===== config.mk =====
export PLATFORM = sky130hd
export DESIGN_NAME = decode
export DESIGN_NICKNAME = d
export VERILOG_FILES = /design/src/rtl/decode_pkg.sv /design/src/rtl/regfile.sv /design/src/rtl/decode.sv
export SDC_FILE = /design/constraint.sdc
export NUM_CORES = 2
export LEC_CHECK = 0
export ABC_AREA = 1
export CAP_MARGIN = 10
export CORE_ASPECT_RATIO = 0.8
export CORE_MARGIN = 5
export CORE_UTILIZATION = 40
export DETAILED_ROUTE_END_ITERATION = 6
export GPL_TIMING_DRIVEN = 0
export PLACE_DENSITY_LB_ADDON = 0.08
export SLEW_MARGIN = 20
export SYNTH_ARGS = -nofsm -noshare
export SYNTH_HDL_FRONTEND = slang
export SYNTH_SLANG_ARGS = --single-unit

===== constraint.sdc =====
create_clock -name clk -period 59.4 [get_ports clk]
set_clock_uncertainty 0.15 [all_clocks]
set_input_delay 11.88 -clock clk [delete_from_list [all_inputs] [get_ports clk]]
set_output_delay 11.88 -clock clk [all_outputs]
set_load 0.02 [all_outputs]

===== src/rtl/decode_pkg.sv =====
// Shared decode constants: MIPS opcode/funct fields, ALU operation codes, operand/write-back selects.
package decode_pkg;

  localparam logic [5:0] OP_RTYPE  = 6'h00;
  localparam logic [5:0] OP_REGIMM = 6'h01;
  localparam logic [5:0] OP_J      = 6'h02;
  localparam logic [5:0] OP_JAL    = 6'h03;
  localparam logic [5:0] OP_BEQ    = 6'h04;
  localparam logic [5:0] OP_BNE    = 6'h05;
  localparam logic [5:0] OP_BLEZ   = 6'h06;
  localparam logic [5:0] OP_BGTZ   = 6'h07;
  localparam logic [5:0] OP_ADDI   = 6'h08;
  localparam logic [5:0] OP_ADDIU  = 6'h09;
  localparam logic [5:0] OP_SLTI   = 6'h0A;
  localparam logic [5:0] OP_SLTIU  = 6'h0B;
  localparam logic [5:0] OP_ANDI   = 6'h0C;
  localparam logic [5:0] OP_ORI    = 6'h0D;
  localparam logic [5:0] OP_XORI   = 6'h0E;
  localparam logic [5:0] OP_LUI    = 6'h0F;
  localparam logic [5:0] OP_LB     = 6'h20;
  localparam logic [5:0] OP_LW     = 6'h23;
  localparam logic [5:0] OP_LBU    = 6'h24;
  localparam logic [5:0] OP_SB     = 6'h28;
  localparam logic [5:0] OP_SW     = 6'h2B;
  localparam logic [5:0] OP_HLT    = 6'h3F;

  // REGIMM branches are distinguished by the rt field
  localparam logic [4:0] RT_BLTZ   = 5'h00;
  localparam logic [4:0] RT_BGEZ   = 5'h01;
  localparam logic [4:0] RT_BLTZAL = 5'h10;
  localparam logic [4:0] RT_BGEZAL = 5'h11;

  localparam logic [5:0] FN_JR     = 6'h08;
  localparam logic [5:0] FN_JALR   = 6'h09;
  localparam logic [5:0] FN_MFHI   = 6'h10;
  localparam logic [5:0] FN_MTHI   = 6'h11;
  localparam logic [5:0] FN_MFLO   = 6'h12;
  localparam logic [5:0] FN_MTLO   = 6'h13;
  localparam logic [5:0] FN_MULT   = 6'h18;
  localparam logic [5:0] FN_MULTU  = 6'h19;
  localparam logic [5:0] FN_DIV    = 6'h1A;
  localparam logic [5:0] FN_DIVU   = 6'h1B;
  localparam logic [5:0] FN_ADD    = 6'h20;
  localparam logic [5:0] FN_SUB    = 6'h22;

  localparam logic [5:0] ALU_ADD   = 6'h20;
  localparam logic [5:0] ALU_ADDU  = 6'h21;
  localparam logic [5:0] ALU_SUBU  = 6'h23;
  localparam logic [5:0] ALU_AND   = 6'h24;
  localparam logic [5:0] ALU_OR    = 6'h25;
  localparam logic [5:0] ALU_XOR   = 6'h26;
  localparam logic [5:0] ALU_SLT   = 6'h2A;
  localparam logic [5:0] ALU_SLTU  = 6'h2B;
  localparam logic [5:0] ALU_LUI   = 6'h3F;

  typedef enum logic [1:0] {
    SRC_RD2   = 2'd0,
    SRC_SIGN  = 2'd1,
    SRC_ZERO  = 2'd2,
    SRC_UPPER = 2'd3
  } alu_src_e;

  typedef enum logic [1:0] {
    WB_ALU  = 2'd0,
    WB_MEM  = 2'd1,
    WB_HILO = 2'd2
  } wb_sel_e;

  localparam int BR_BEQ  = 0;
  localparam int BR_BNE  = 1;
  localparam int BR_BLEZ = 2;
  localparam int BR_BGTZ = 3;
  localparam int BR_BGEZ = 4;
  localparam int BR_BLTZ = 5;

  localparam int MD_MULT = 0;
  localparam int MD_DIV  = 1;
  localparam int MD_MFHI = 2;
  localparam int MD_MFLO = 3;
  localparam int MD_MTHI = 4;
  localparam int MD_MTLO = 5;

endpackage


===== src/rtl/regfile.sv =====
// 32x32 register file, two combinational read ports, one write port; r0 is hardwired to zero.
// DECODE_BYPASS_EN forwards same-cycle write data to a matching read port.
module regfile (
  input  logic        clk,
  input  logic        reset,
  input  logic [4:0]  i_ra1,
  input  logic [4:0]  i_ra2,
  input  logic        i_we,
  input  logic [4:0]  i_wa,
  input  logic [31:0] i_wd,
  output logic [31:0] o_rd1,
  output logic [31:0] o_rd2
);

  logic [31:0] r_mem [32];
  logic        w_wr;

  assign w_wr = i_we && (i_wa != 5'd0);

  always_ff @(posedge clk or posedge reset) begin
    if (reset) begin
      for (int i = 0; i < 32; i++) r_mem[i] <= '0;
    end else if (w_wr) begin
      r_mem[i_wa] <= i_wd;
    end
  end

`ifdef DECODE_BYPASS_EN
  assign o_rd1 = (w_wr && (i_wa == i_ra1)) ? i_wd : r_mem[i_ra1];
  assign o_rd2 = (w_wr && (i_wa == i_ra2)) ? i_wd : r_mem[i_ra2];
`else
  assign o_rd1 = r_mem[i_ra1];
  assign o_rd2 = r_mem[i_ra2];
`endif

endmodule


===== src/rtl/decode.sv =====
// MIPS decode stage: IF/ID register, register file and combinational control decode (one-cycle latency).
// Optional same-cycle write-to-read forwarding when DECODE_BYPASS_EN is defined.
module decode
  import decode_pkg::*;
(
  input  logic        clk,
  input  logic        reset,
  input  logic [31:0] instruction,
  input  logic [31:0] PC4_f,
  input  logic        wr_reg_en_wb,
  input  logic [4:0]  wr_reg_addr_wb,
  input  logic [31:0] res_wb,
  input  logic        link_wb,
  input  logic [31:0] PC4_wb,
  output logic [31:0] RD1,
  output logic [31:0] RD2,
  output logic [31:0] sign_imm_d,
  output logic [31:0] zero_imm_d,
  output logic [31:0] upper_imm_d,
  output logic [4:0]  shamt_d,
  output logic [4:0]  rs_d,
  output logic [4:0]  rt_d,
  output logic [4:0]  wr_reg_addr_d,
  output logic [31:0] PC4_d,
  output logic [5:0]  alu_control,
  output logic [1:0]  alu_src,
  output logic [1:0]  mem_to_reg,
  output logic        wr_reg_en_d,
  output logic        mem_wr,
  output logic        link_d,
  output logic        branch,
  output logic        sign_zero_ext,
  output logic        store_hb,
  output logic        overflow,
  output logic        hlt,
  output logic        NOP,
  output logic [5:0]  br_type,
  output logic [5:0]  md_op
);

  logic [31:0] r_instr;
  logic [31:0] r_pc4;
  logic [5:0]  w_op;
  logic [5:0]  w_fn;
  logic [4:0]  w_rd;
  logic [31:0] w_wd;
  alu_src_e    w_alu_src;
  wb_sel_e     w_wb_sel;

  always_ff @(posedge clk or posedge reset) begin
    if (reset) begin
      r_instr <= '0;
      r_pc4   <= '0;
    end else begin
      r_instr <= instruction;
      r_pc4   <= PC4_f;
    end
  end

  assign w_wd = link_wb ? PC4_wb : res_wb;

  regfile u_regfile (
    .clk   (clk),
    .reset (reset),
    .i_ra1 (r_instr[25:21]),
    .i_ra2 (r_instr[20:16]),
    .i_we  (wr_reg_en_wb),
    .i_wa  (wr_reg_addr_wb),
    .i_wd  (w_wd),
    .o_rd1 (RD1),
    .o_rd2 (RD2)
  );

  assign w_op        = r_instr[31:26];
  assign w_fn        = r_instr[5:0];
  assign w_rd        = r_instr[15:11];
  assign rs_d        = r_instr[25:21];
  assign rt_d        = r_instr[20:16];
  assign shamt_d     = r_instr[10:6];
  assign sign_imm_d  = {{16{r_instr[15]}}, r_instr[15:0]};
  assign zero_imm_d  = {16'h0, r_instr[15:0]};
  assign upper_imm_d = {r_instr[15:0], 16'h0};
  assign PC4_d       = r_pc4;
  assign alu_src     = w_alu_src;
  assign mem_to_reg  = w_wb_sel;

  always_comb begin
    alu_control   = ALU_ADDU;
    w_alu_src     = SRC_RD2;
    w_wb_sel      = WB_ALU;
    wr_reg_addr_d = rt_d;
    wr_reg_en_d   = 1'b0;
    mem_wr        = 1'b0;
    link_d        = 1'b0;
    branch        = 1'b0;
    sign_zero_ext = 1'b1;
    store_hb      = 1'b0;
    overflow      = 1'b0;
    hlt           = 1'b0;
    NOP           = 1'b0;
    br_type       = '0;
    md_op         = '0;
    if (r_instr == 32'h0) begin
      NOP = 1'b1;
    end else begin
      case (w_op)
        OP_RTYPE: begin
          alu_control   = w_fn;
          wr_reg_addr_d = w_rd;
          wr_reg_en_d   = 1'b1;
          overflow      = (w_fn == FN_ADD) || (w_fn == FN_SUB);
          case (w_fn)
            FN_JR:             wr_reg_en_d = 1'b0;
            FN_JALR:           link_d = 1'b1;
            FN_MFHI:           begin w_wb_sel = WB_HILO; md_op[MD_MFHI] = 1'b1; end
            FN_MFLO:           begin w_wb_sel = WB_HILO; md_op[MD_MFLO] = 1'b1; end
            FN_MTHI:           begin wr_reg_en_d = 1'b0; md_op[MD_MTHI] = 1'b1; end
            FN_MTLO:           begin wr_reg_en_d = 1'b0; md_op[MD_MTLO] = 1'b1; end
            FN_MULT, FN_MULTU: begin wr_reg_en_d = 1'b0; md_op[MD_MULT] = 1'b1; end
            FN_DIV, FN_DIVU:   begin wr_reg_en_d = 1'b0; md_op[MD_DIV] = 1'b1; end
            default: ;
          endcase
        end
        OP_REGIMM: begin
          alu_control = ALU_SUBU;
          case (rt_d)
            RT_BLTZ:   begin branch = 1'b1; br_type[BR_BLTZ] = 1'b1; end
            RT_BGEZ:   begin branch = 1'b1; br_type[BR_BGEZ] = 1'b1; end
            RT_BLTZAL: begin
              branch = 1'b1; br_type[BR_BLTZ] = 1'b1;
              link_d = 1'b1; wr_reg_en_d = 1'b1; wr_reg_addr_d = 5'd31;
            end
            RT_BGEZAL: begin
              branch = 1'b1; br_type[BR_BGEZ] = 1'b1;
              link_d = 1'b1; wr_reg_en_d = 1'b1; wr_reg_addr_d = 5'd31;
            end
            default: NOP = 1'b1;
          endcase
        end
        OP_J: ;
        OP_JAL: begin link_d = 1'b1; wr_reg_en_d = 1'b1; wr_reg_addr_d = 5'd31; end
        OP_BEQ:  begin alu_control = ALU_SUBU; branch = 1'b1; br_type[BR_BEQ]  = 1'b1; end
        OP_BNE:  begin alu_control = ALU_SUBU; branch = 1'b1; br_type[BR_BNE]  = 1'b1; end
        OP_BLEZ: begin alu_control = ALU_SUBU; branch = 1'b1; br_type[BR_BLEZ] = 1'b1; end
        OP_BGTZ: begin alu_control = ALU_SUBU; branch = 1'b1; br_type[BR_BGTZ] = 1'b1; end
        OP_ADDI:  begin alu_control = ALU_ADD;  w_alu_src = SRC_SIGN;  wr_reg_en_d = 1'b1; overflow = 1'b1; end
        OP_ADDIU: begin alu_control = ALU_ADDU; w_alu_src = SRC_SIGN;  wr_reg_en_d = 1'b1; end
        OP_SLTI:  begin alu_control = ALU_SLT;  w_alu_src = SRC_SIGN;  wr_reg_en_d = 1'b1; end
        OP_SLTIU: begin alu_control = ALU_SLTU; w_alu_src = SRC_SIGN;  wr_reg_en_d = 1'b1; end
        OP_ANDI:  begin alu_control = ALU_AND;  w_alu_src = SRC_ZERO;  wr_reg_en_d = 1'b1; end
        OP_ORI:   begin alu_control = ALU_OR;   w_alu_src = SRC_ZERO;  wr_reg_en_d = 1'b1; end
        OP_XORI:  begin alu_control = ALU_XOR;  w_alu_src = SRC_ZERO;  wr_reg_en_d = 1'b1; end
        OP_LUI:   begin alu_control = ALU_LUI;  w_alu_src = SRC_UPPER; wr_reg_en_d = 1'b1; end
        OP_LB, OP_LW: begin
          w_alu_src = SRC_SIGN; wr_reg_en_d = 1'b1; w_wb_sel = WB_MEM;
        end
        OP_LBU: begin
          w_alu_src = SRC_SIGN; wr_reg_en_d = 1'b1; w_wb_sel = WB_MEM; sign_zero_ext = 1'b0;
        end
        OP_SB: begin w_alu_src = SRC_SIGN; mem_wr = 1'b1; store_hb = 1'b1; end
        OP_SW: begin w_alu_src = SRC_SIGN; mem_wr = 1'b1; end
        OP_HLT: hlt = 1'b1;
        default: NOP = 1'b1;
      endcase
    end
  end

endmodule


==> results.sh <==
export IMPL_status="finished clean"
export IMPL_root_buffer="clkbuf_16"
export IMPL_cap_violations=0
export IMPL_core_area_um2=152000
export IMPL_hold_depth=1
export IMPL_syn_area_um2=61500
export IMPL_required_ns=47.37
export IMPL_max_slew_margin_pct=5.81
export IMPL_hold_viol=0
export IMPL_vias=73700
export IMPL_crit_arrival_ns=5.63
export IMPL_fin_crit_sh_pct=29.7
export IMPL_cts_hold_buffers=0
export IMPL_routed_wl_mm=418
export IMPL_worst_path_max_fanout=10
export IMPL_yosysSeqAreaShare_pct=44.3
export IMPL_drive_gt1_share_pct=6.61
export IMPL_min_path_type="reg -> reg"
export IMPL_postRouteAntennaNets=0
export IMPL_drv_slew=0
export IMPL_p_leak_nw=35.3
export IMPL_hpwl_mm=310
export IMPL_cts_resized=0
export IMPL_yosysUniqueCellTypes=26
export IMPL_setup_violations=0
export IMPL_cp_end_kind="output port"
export IMPL_track_usage_pct=49.8
export IMPL_post_cts_buffers=0
export IMPL_hold_start="u_regfile.r_mem[1023]"
export IMPL_start_util_pct=40.3
export IMPL_avgRoutedWirePerCell_um=35.0
export IMPL_worstReg2RegEnd="u_regfile.r_mem[670]"
export IMPL_place_inst=11600
export IMPL_gp_congestion=1.12
export IMPL_synthCells=9220
export IMPL_ys_seq_elements=1088
export IMPL_clock_latency_ns=0.80
export IMPL_overflow=0
export IMPL_die_x_um=448
export IMPL_cts_made_buffers=131
export IMPL_finalSetupTns_ns=0
export IMPL_vias_per_cell=6.18
export IMPL_clock_fmax_mhz=56.6
export IMPL_rsz0062_at_grt="false"
export IMPL_clk_pin_slew_ns=0.06
export IMPL_io_buffers=346
export IMPL_final_net_count=9893
export IMPL_antenna_found_initial=60
export IMPL_min_period_ns=17.66
export IMPL_first_pass_iters=7
export IMPL_grt_start_max_net_pins=97
export IMPL_clkSinkCount=1088
export IMPL_num_io_pins=380
export IMPL_drc_errors=0
export IMPL_drt_iter0_markers=13700
export IMPL_cts_tree="built"
export IMPL_fin_cells=11900
export IMPL_synth_warnings=0
export IMPL_area_delta_synth_final_pct=18.6
export IMPL_dieArea_um2=162000
export IMPL_grt_pass1_wl_mm=550
export IMPL_regToRegSetupSlack_ns=58.08
export IMPL_irDropWorstVdd_mv=0.0324
export IMPL_syn_avg_cell_area_um2=6.67
export IMPL_tightest_slew_ns=1.41
export IMPL_critPathKind="reg -> out"
export IMPL_r2r_start="u_regfile.r_mem[670]"
export IMPL_holdPathEnd="u_regfile.r_mem[1023]"
export IMPL_ctsLongestPathBuffers=3
export IMPL_htree_levels=4
export IMPL_power_density_nw_per_um2=35.4
export IMPL_die_h_um=361
export IMPL_start_kind="flop"
export IMPL_rr_worst_depth=2
export IMPL_rows=128
export IMPL_grt_pass1_vias=65600
layout make-up:
type	instances	area, um^2
diodes	58	145
plain buffers	824	3850
clock buffers	197	3950
clock inverters	38	398
fillers	15900	79600
inverters	562	2120
multi-input cells	6777	28500
flip-flops and latches	1088	27200
well taps	2015	2520
repair buffers	372	4130
how the worst max path moves through the flow:
stage / slack [ns] / end / from
final: 41.74 / RD2[11] / r_instr[16]
after global routing: 41.98 / RD2[11] / r_instr[16]
after CTS: 42.25 / RD2[11] / r_instr[16]
after detailed placement: 43.10 / RD2[11] / r_instr[16]
after global placement: 0.34 / u_regfile.r_mem[982] / reset
after floorplan: 16.74 / PC4_d[0] / reset
synth_stat cells:
cell type | instances | area share, %
nor2_1 | 774 | 4.7
conb_1 | 1 | 0.0061
inv_1 | 543 | 3.3
nand3_1 | 1171 | 9.5
clkinv_1 | 3 | 0.018
buf_2 | 152 | 1.2
nor4_1 | 2 | 0.020
o211ai_1 | 2 | 0.024
o21ai_0 | 606 | 4.9
clkbuf_1 | 464 | 2.8
dfrtp_1 | 1088 | 44
nand2_1 | 3561 | 22
nand3_2 | 1 | 0.016
o31ai_1 | 1 | 0.012
a21oi_1 | 575 | 4.7
buf_4 | 114 | 1.4
o2111ai_1 | 4 | 0.057
inv_2 | 16 | 0.098
o221ai_1 | 1 | 0.014
nand3b_1 | 3 | 0.037
nor3_1 | 9 | 0.073
nor2_2 | 25 | 0.25
buf_1 | 94 | 0.57
and2_1 | 2 | 0.020
nand4_1 | 5 | 0.051
o21ai_1 | 3 | 0.024
stage by stage:
stage,hold slack [ns],instance area [um^2],worst slack [ns],utilization (%),total power [W]
after floorplan,0.301,61600,16.74,-,0.00139
after global placement,0.314,67600,0.340,44.3,0.00167
after detailed placement,0.319,68300,43.10,44.8,0.00168
after CTS,0.332,72700,42.25,47.7,0.00252
after global routing,0.357,72700,41.98,47.7,0.00265
final,0.332,72900,41.74,47.8,0.00258
critical path: stages, from the launching register on:
cell and delay (ns):
dfrtp_1 0.34, buf_2 0.30, inv_2 0.23, nor2_2 0.38, buf_2 0.56, buf_2 0.69, nand2_1 0.10, nand3_1 0.11
nand2_1 0.05, nor2_1 0.76, nor2_1 0.08, nor2_1 0.46, clkdlybuf4s50_1 0.71
cells in the final DEF (no fill, tap or decap), types with 27 or more instances in the layout:
master / Yosys / routed
buf_4: 114 / 114
diode_2: 0 / 58
a21oi_1: 575 / 575
buf_2: 152 / 177
nor2_1: 774 / 772
conb_1: 1 / 32
nand2_1: 3561 / 3561
nor2_2: 25 / 27
clkbuf_1: 464 / 409
nand3_1: 1171 / 1171
o21ai_0: 606 / 606
inv_1: 543 / 542
clkdlybuf4s50_1: 0 / 346
buf_1: 94 / 69
clkbuf_16: 0 / 137
dfrtp_1: 1088 / 1088
clkbuf_8: 0 / 30
clkbuf_2: 0 / 85
registers in the layout (all words and copies together), names as in the netlist:
| name | cells |
|---|---|
| r_instr | 32 |
| u_regfile.r_mem | 1024 |
| PC4_d | 32 |
per-layer routing:
metal	GRT usage (%)	wire length, um
met5	1.47	550
met1	62.7	154000
met2	64.4	157000
met3	28.6	73900
met4	31.0	32000
where the power goes:
part           switching, W  internal (W)  total [W]
Clock              0.000372      0.000483   0.000855
Combinational      0.000487      0.000206   0.000693
Sequential         0.000127      0.000905    0.00103
Total              0.000986       0.00159    0.00258
logic make-up after synthesis:
kind of cell,count (synthesis),synth area share [%]
other cells,1,0.00610
simple gates,5553,36.5
buf+inv,1386,9.47
flops,1088,44.3
compound gates,1192,9.75
No activity file was read; power rests on OpenSTA's default activity.
